File: src/rtl/processor_control_unit_if.sv
// processor_control_unit_if: step qualifier, instruction word and datapath control bundle
// between the control unit (master) and the datapath/debug logic (slave).
interface processor_control_unit_if #(
    parameter int DADDR_W = 8,
    parameter int RADDR_W = 4
);
    logic               step_en;
    logic [15:0]        IR;
    logic               PC_clr;
    logic               PC_up;
    logic               IR_ld;
    logic [DADDR_W-1:0] D_addr;
    logic               D_wr;
    logic               RF_s;
    logic [RADDR_W-1:0] RF_W_addr;
    logic               RF_W_en;
    logic [RADDR_W-1:0] RF_Ra_addr;
    logic [RADDR_W-1:0] RF_Rb_addr;
    logic [2:0]         ALU_s0;
    logic [3:0]         state;
    logic [3:0]         nextState;

    modport master (
        input  step_en, IR,
        output PC_clr, PC_up, IR_ld, D_addr, D_wr, RF_s, RF_W_addr, RF_W_en,
               RF_Ra_addr, RF_Rb_addr, ALU_s0, state, nextState
    );

    modport slave (
        output step_en, IR,
        input  PC_clr, PC_up, IR_ld, D_addr, D_wr, RF_s, RF_W_addr, RF_W_en,
               RF_Ra_addr, RF_Rb_addr, ALU_s0, state, nextState
    );
endinterface

File: src/rtl/processor_control_unit.sv
// processor_control_unit: Moore fetch/decode/execute sequencer for the 16-bit datapath,
// advancing one state per step_en-qualified clock; strobes are gated by step_en.
module processor_control_unit #(
    parameter int DADDR_W = 8,
    parameter int RADDR_W = 4
) (
    input logic                       Clk,
    input logic                       Reset,
    processor_control_unit_if.master  bus
);
    typedef enum logic [3:0] {
        S_INIT   = 4'd0,
        S_FETCH  = 4'd1,
        S_DECODE = 4'd2,
        S_NOOP   = 4'd3,
        S_LOADA  = 4'd4,
        S_LOADB  = 4'd5,
        S_STORE  = 4'd6,
        S_ADD    = 4'd7,
        S_SUB    = 4'd8,
        S_HALT   = 4'd9
    } state_t;

    state_t     state_q, state_d;
    logic [3:0] op;
    logic       en, ld, alu;

    assign op = bus.IR[15:12];
    assign en = bus.step_en;

    always_ff @(posedge Clk or posedge Reset) begin
        if (Reset) state_q <= S_INIT;
        else       state_q <= state_d;
    end

    always_comb begin
        state_d = state_q;
        case (state_q)
            S_INIT:   if (en) state_d = S_FETCH;
            S_FETCH:  if (en) state_d = S_DECODE;
            S_DECODE: if (en) state_d = op == 4'h1 ? S_STORE :
                                        op == 4'h2 ? S_LOADA :
                                        op == 4'h3 ? S_ADD   :
                                        op == 4'h4 ? S_SUB   :
                                        op == 4'h5 ? S_HALT  : S_NOOP;
            S_LOADA:  if (en) state_d = S_LOADB;
            S_LOADB, S_NOOP, S_STORE, S_ADD, S_SUB: if (en) state_d = S_FETCH;
            S_HALT:   state_d = S_HALT;
            // Unreachable encodings recover without waiting for a step
            default:  state_d = S_INIT;
        endcase
    end

    assign ld  = state_q == S_LOADA || state_q == S_LOADB;
    assign alu = state_q == S_ADD || state_q == S_SUB;

    always_comb begin
        bus.PC_clr     = en & (state_q == S_INIT);
        bus.PC_up      = en & (state_q == S_FETCH);
        bus.IR_ld      = en & (state_q == S_FETCH);
        bus.D_wr       = en & (state_q == S_STORE);
        bus.RF_W_en    = en & (state_q == S_LOADB || alu);
        bus.RF_s       = ld;
        bus.D_addr     = ld ? DADDR_W'(bus.IR[11:4]) :
                         state_q == S_STORE ? DADDR_W'(bus.IR[7:0]) : '0;
        bus.RF_W_addr  = (ld || alu) ? RADDR_W'(bus.IR[3:0]) : '0;
        bus.RF_Ra_addr = (alu || state_q == S_STORE) ? RADDR_W'(bus.IR[11:8]) : '0;
        bus.RF_Rb_addr = alu ? RADDR_W'(bus.IR[7:4]) : '0;
        bus.ALU_s0     = state_q == S_ADD ? 3'b001 : state_q == S_SUB ? 3'b010 : 3'b000;
        bus.state      = state_q;
        bus.nextState  = state_d;
    end
endmodule

File: src/flat_wrapper.sv
// flat-port wrapper written by rule: the top's interface ports become plain ports
module processor_control_unit_flat 
#(
    parameter int DADDR_W = 8,
    parameter int RADDR_W = 4
)
  (Clk, Reset, bus_step_en, bus_IR, bus_PC_clr, bus_PC_up, bus_IR_ld, bus_D_addr, bus_D_wr, bus_RF_s, bus_RF_W_addr, bus_RF_W_en, bus_RF_Ra_addr, bus_RF_Rb_addr, bus_ALU_s0, bus_state, bus_nextState);
  processor_control_unit_if #(.DADDR_W(DADDR_W), .RADDR_W(RADDR_W)) bus_i ();
  input logic Clk;
  input logic Reset;
  input wire logic [$bits(bus_i.step_en)-1:0] bus_step_en;
  input wire logic [$bits(bus_i.IR)-1:0] bus_IR;
  output wire logic [$bits(bus_i.PC_clr)-1:0] bus_PC_clr;
  output wire logic [$bits(bus_i.PC_up)-1:0] bus_PC_up;
  output wire logic [$bits(bus_i.IR_ld)-1:0] bus_IR_ld;
  output wire logic [$bits(bus_i.D_addr)-1:0] bus_D_addr;
  output wire logic [$bits(bus_i.D_wr)-1:0] bus_D_wr;
  output wire logic [$bits(bus_i.RF_s)-1:0] bus_RF_s;
  output wire logic [$bits(bus_i.RF_W_addr)-1:0] bus_RF_W_addr;
  output wire logic [$bits(bus_i.RF_W_en)-1:0] bus_RF_W_en;
  output wire logic [$bits(bus_i.RF_Ra_addr)-1:0] bus_RF_Ra_addr;
  output wire logic [$bits(bus_i.RF_Rb_addr)-1:0] bus_RF_Rb_addr;
  output wire logic [$bits(bus_i.ALU_s0)-1:0] bus_ALU_s0;
  output wire logic [$bits(bus_i.state)-1:0] bus_state;
  output wire logic [$bits(bus_i.nextState)-1:0] bus_nextState;
  assign bus_i.step_en = bus_step_en;
  assign bus_i.IR = bus_IR;
  assign bus_PC_clr = bus_i.PC_clr;
  assign bus_PC_up = bus_i.PC_up;
  assign bus_IR_ld = bus_i.IR_ld;
  assign bus_D_addr = bus_i.D_addr;
  assign bus_D_wr = bus_i.D_wr;
  assign bus_RF_s = bus_i.RF_s;
  assign bus_RF_W_addr = bus_i.RF_W_addr;
  assign bus_RF_W_en = bus_i.RF_W_en;
  assign bus_RF_Ra_addr = bus_i.RF_Ra_addr;
  assign bus_RF_Rb_addr = bus_i.RF_Rb_addr;
  assign bus_ALU_s0 = bus_i.ALU_s0;
  assign bus_state = bus_i.state;
  assign bus_nextState = bus_i.nextState;
  processor_control_unit #(.DADDR_W(DADDR_W), .RADDR_W(RADDR_W)) u_core (.Clk(Clk), .Reset(Reset), .bus(bus_i));
endmodule
File: config.mk
export PLATFORM = sky130hd
export DESIGN_NAME = processor_control_unit_flat
export DESIGN_NICKNAME = d
export VERILOG_FILES = /design/src/rtl/processor_control_unit_if.sv /design/src/rtl/processor_control_unit.sv /design/src/flat_wrapper.sv
export SDC_FILE = /design/constraint.sdc
export NUM_CORES = 1
export LEC_CHECK = 0
export CORE_ASPECT_RATIO = 1.1
export CORE_MARGIN = 2
export CORE_UTILIZATION = 29
export DETAILED_ROUTE_END_ITERATION = 8
export PLACE_DENSITY = 0.88
export SYNTH_ARGS = -nofsm -noshare
export SYNTH_HDL_FRONTEND = slang
export SYNTH_SLANG_ARGS = --single-unit
File: constraint.sdc
create_clock -name Clk -period 1.7 [get_ports Clk]
set_clock_uncertainty 0.05 [all_clocks]
set_input_delay 0.34 -clock Clk [delete_from_list [all_inputs] [get_ports Clk]]
set_output_delay 0.34 -clock Clk [all_outputs]
set_load 0.03 [all_outputs]
After elaboration in Yosys (flattened, before gate mapping). Index checks and enable logic that the tools add are counted.

Register bits after elaboration: 4. Bits in latches: 0. RAM bits: 0. Bits in read-only memories: 0. Input port bits: 19. Output and inout bits: 37. Word-level logic and storage cells: 43. Memories kept: 0.

$add $sub $neg: 0. Multiply operators: 0. Divide/modulo/power cells: 0. Order comparisons: 0. Equal/unequal tests: 14. Shift-type cells: 0. Multiplexer cells: 17. Bitwise logic cells: 4. Reduce and logical (&&, ||, !) cells: 7.

Operators with widths (count): 4-bit two-way mux (12); 4-bit by 3-bit == test with 1-bit output (second input constant) (6); 4-bit case mux with 5 select lines (1); 4-bit by 2-bit == test with 1-bit output (second input constant) (4); 8-bit two-way mux (2); 4-bit by 1-bit == test with 1-bit output (second input constant) (2); 4-bit == test (second input constant) (2); 6-bit OR reduction (1); 1-bit logical OR (5); 1-bit AND (4); 4-bit zero test (1); 3-bit two-way mux (1); 2-bit two-way mux (1).

Depth between registers and ports, before layout.
Depth after elaboration: 8. Depth in mapped cells: 5. Mapped depth without buffers: 3.

Worst setup path after synthesis. OpenSTA, ideal clock, no wires.

Kind: reg-to-output. Start point: register u_core.state_q[2] (netlist: u_core.bus.state[2]). End point: output port bus_PC_clr. Data arrival time: 1.897 ns. Required time: 1.310 ns. Slack: -0.587 ns. Stages on the path, launching flop included: 4. Buffers on the path: 1. Cell sequence: dfrtp_1 buf_2 nor2b_1 nor4b_1.

Word-level cells in the longest chain between the ends: 2.

RTL lines: start, declared (line processor_control_unit.sv:24) `state_t state_q, state_d;`; start signal, assigned (line processor_control_unit.sv:33) `else state_q <= state_d;`; 4-bit zero test (line processor_control_unit.sv:58) `bus.PC_clr = en & (state_q == S_INIT);`; 1-bit AND (line processor_control_unit.sv:58); end, declared (line flat_wrapper.sv:13) `output wire logic [$bits(bus_i.PC_clr)-1:0] bus_PC_clr;`.

No other way between the ends.

Final worst setup path.
Start point: register u_core.state_q[2] (netlist: u_core.bus.state[2]). End point: output port bus_RF_Ra_addr[1].

Word-level cells in the longest chain between the ends: 4. Elaborated cells between the ends (all ways): 6. Classes of those cells: eq/ne (3); mux (1); reduce/logical (2).

RTL lines: 4-bit by 3-bit == test with 1-bit output / 4-bit == test (equally long branches) (line processor_control_unit.sv:55) `assign alu = state_q == S_ADD || state_q == S_SUB;`; 1-bit logical OR (line processor_control_unit.sv:55); 1-bit logical OR (*) (line processor_control_unit.sv:67) `bus.RF_Ra_addr = (alu || state_q == S_STORE) ? RADDR_W'(bus.IR[11:8]) : '0;`; 4-bit two-way mux (*) (line processor_control_unit.sv:67); end, declared (line flat_wrapper.sv:21) `output wire logic [$bits(bus_i.RF_Ra_addr)-1:0] bus_RF_Ra_addr;`.

Mark *: on every way between the ends. The rest lies on a longest branch, timed or not.

==> flow_metrics.py <==
metrics = {
    "setup_path": {
        "cp.arrival_ps": 1670,
        "path_buf_inv": 1,
        "critPathTopFamily": "simple AND/OR/NAND/NOR gates",
        "cp-start-kind": "flop",
        "critPathMaxStageDelay_ps": 600,
        "path_cells": "or4b_4, o21ai_4, and2_4, buf_6",
        "cp_data_required_time_ps": 1310,
        "endpoint_kind": "output pin",
        "crit_path_max_fanout": 4,
        "critPathKind": "flop to output pin",
        "crit_path_top_delay_cell": "or4b_4",
    },
    "finish": {
        "largest_reg_flops": 4,
        "area_growth_pct": 172,
        "diodes": 0,
        "fin_nets": 170,
        "design_area_sq_um": 1590,
        "layout-drive-gt1-share_pct": 74.5,
        "postLayoutCoreUtil_pct": 81.1,
    },
    "synth": {
        "async_flop_share_pct": 100,
        "syn_nets": 92,
        "yosysSeqAreaShare_pct": 17.2,
        "synth_edf_count": 0,
        "yosys_most_used_dff": "dfrtp_1",
        "syn_area_sq_um": 583,
        "yosysWarningCount": 0,
        "ys_ff_latch": 4,
        "synth_most_common_cell": "and2_1",
        "synthTopCellsByCount": "and2_1, a22o_1, inv_1",
        "synth_area_leaders": "dfrtp_1, a22o_1, and2_1",
        "synth_top_area_cell": "dfrtp_1",
        "ys_types": 35,
        "syn_area_per_cell_sq_um": 7.99,
        "synth_top_cell_area_share_pct": 17.2,
        "syn_inst": 73,
    },
    "grt": {
        "antenna_found_initial": 0,
        "grt_max_degree": 13,
        "grt_pass1_vias": 895,
        "gr-total-overflow": 0,
        "grt_first_pass_wirelength_um": 4080,
        "grtUsageTotal_pct": 24.0,
    },
    "drt": {
        "met1_length_um": 988,
        "wl_met3_um": 241,
        "drc": 0,
        "drt_wl_total_um": 3010,
        "wl_per_cell_um": 17.0,
        "via_count": 914,
        "viasPerCell": 5.16,
        "ant_nets": 0,
        "wl_met2_um": 1770,
        "drt_iter0_drc": 8,
        "drt_pass1_iterations": 4,
        "routed.top_layer": "met4",
    },
    "floorplan": {
        "die_w_um": 46.8,
        "pin_count": 56,
        "initial_utilization_pct": 29.8,
        "dieHeight_um": 51.0,
        "core_area_sq_um": 1960,
        "std_cell_rows": 17,
        "dieArea_sq_um": 2390,
    },
    "pwr": {
        "ir_drop_v": 0.000864,
        "power.leakage_nw": 0.737,
        "power_density_nw_per_um2": 918,
    },
    "run": {
        "max_cap_viol_count": 0,
    },
    "placement": {
        "dpl-instance-area_sq_um": 1290,
        "gpl.final_weighted_congestion": 0.822,
        "portBuffers": 54,
        "hpwl_um": 1900,
    },
    "clocking": {
        "cts_root_buf": "clkbuf_4",
        "cts_sinks": 4,
        "cts_hold_buffers": 0,
        "tritoncts.num_buffers": 3,
        "htreeDepth": 1,
        "clk_latency_ps": 240,
        "tritoncts": "done",
        "clk_pin_slew_worst_paths_ps": 40,
        "cts.path.max_buffers": 2,
    },
    "timing": {
        "drv_slew": 0,
        "setup_slack_ps": -362,
        "finalCritPeriodShare_pct": 121,
        "rsz0062_at_grt": "true",
        "fmax_mhz": 485,
        "setup_violations": 31,
        "hold_viol": 0,
        "hold_slack_ps": 245,
        "fin_crit_ps": 2060,
    },
    "worst_hold_path": {
        "worstHoldPathType": "input port to asynchronous set/reset pin",
    },
    "status": {
        "violations": "setup timing",
        "status": "finished, violations left",
    },
}
-- what timing repair did --
item / 4_1_cts / 5_1_grt
pin swaps: 13 / 12
resized for setup: 48 / 20
buffers inserted: 3 / 3
setup endpoints to repair: 36 / 33
cloned: 1 / 0
-- through the flow --
step | std cells | worst slack (ps) | TNS [ps] | power (mW)
2_1_floorplan | 73 | -116 | -1130 | 0.741
3_3_place_gp | 168 | -413 | -2890 | 1.05
3_5_place_dp | 168 | -426 | -3280 | 1.06
4_1_cts | 175 | -327 | -7040 | 1.32
5_1_grt | 177 | -406 | -9090 | 1.53
6_report | 177 | -362 | -7240 | 1.46
-- routing by layer --
layer  vias to the layer above  track usage (%)
li1                        426                -
met1                       437             21.6
met2                        49             50.0
met3                         2             5.30
met4                         0             5.56
met5                         -                0
-- worst paths after layout --
check / slack [ps] / from / depth (start not counted) / to
max: -360 / u_core.bus.state[2] / 4 / bus_RF_Ra_addr[1]
min: 240 / Reset / 2 / u_core.bus.state[0]
max reg2reg: 370 / u_core.bus.state[1] / 4 / u_core.bus.state[0]
min reg2reg: 600 / u_core.bus.state[2] / 2 / u_core.bus.state[3]
max in group asynchronous: 1190 / Reset / 2 / u_core.bus.state[3]
min in group Clk: 600 / u_core.bus.state[2] / 2 / u_core.bus.state[3]
-- cells in the final DEF, fill, tap and decap left out, types with 2 or more instances in the layout --
master / n
a22o_2: 6
a22o_4: 2
and2_4: 8
and3_4: 4
buf_4: 28
buf_6: 27
clkbuf_4: 3
clkdlybuf4s15_1: 2
clkdlybuf4s50_1: 13
dfrtp_2: 4
dlygate4sd2_1: 5
inv_1: 4
nand2b_4: 3
nor2_4: 3
nor4b_4: 2
o21ai_0: 3
o21ai_4: 2
-- power breakdown --
group	internal, mW	switching [mW]
clock	0.0792	0.0430
combinational	0.519	0.657
sequential	0.129	0.0291
total	0.727	0.729
-- logic make-up (layout without fill, tap and decap cells) --
kind of cell | count (synthesis) | count (layout) | share of synthesized area [%]
AOI/OAI and AO/OA | 20 | 20 | 27.0
xor gates and xnor gates | 1 | 1 | 1.50
buffers and inverters | 12 | 87 | 9.87
DFF | 4 | 4 | 17.2
other | 1 | 1 | 0.643
and+or+nand+nor | 35 | 36 | 43.8
-- cell type report --
type	count	area (sq um)
clock buffer	3	22.5
fill	126	370
inverter	6	25.0
multi-input combinational	58	658
sequential	4	105
tap	28	35.0
timing repair buffer	78	741
(Power assumes the default switching activity.)
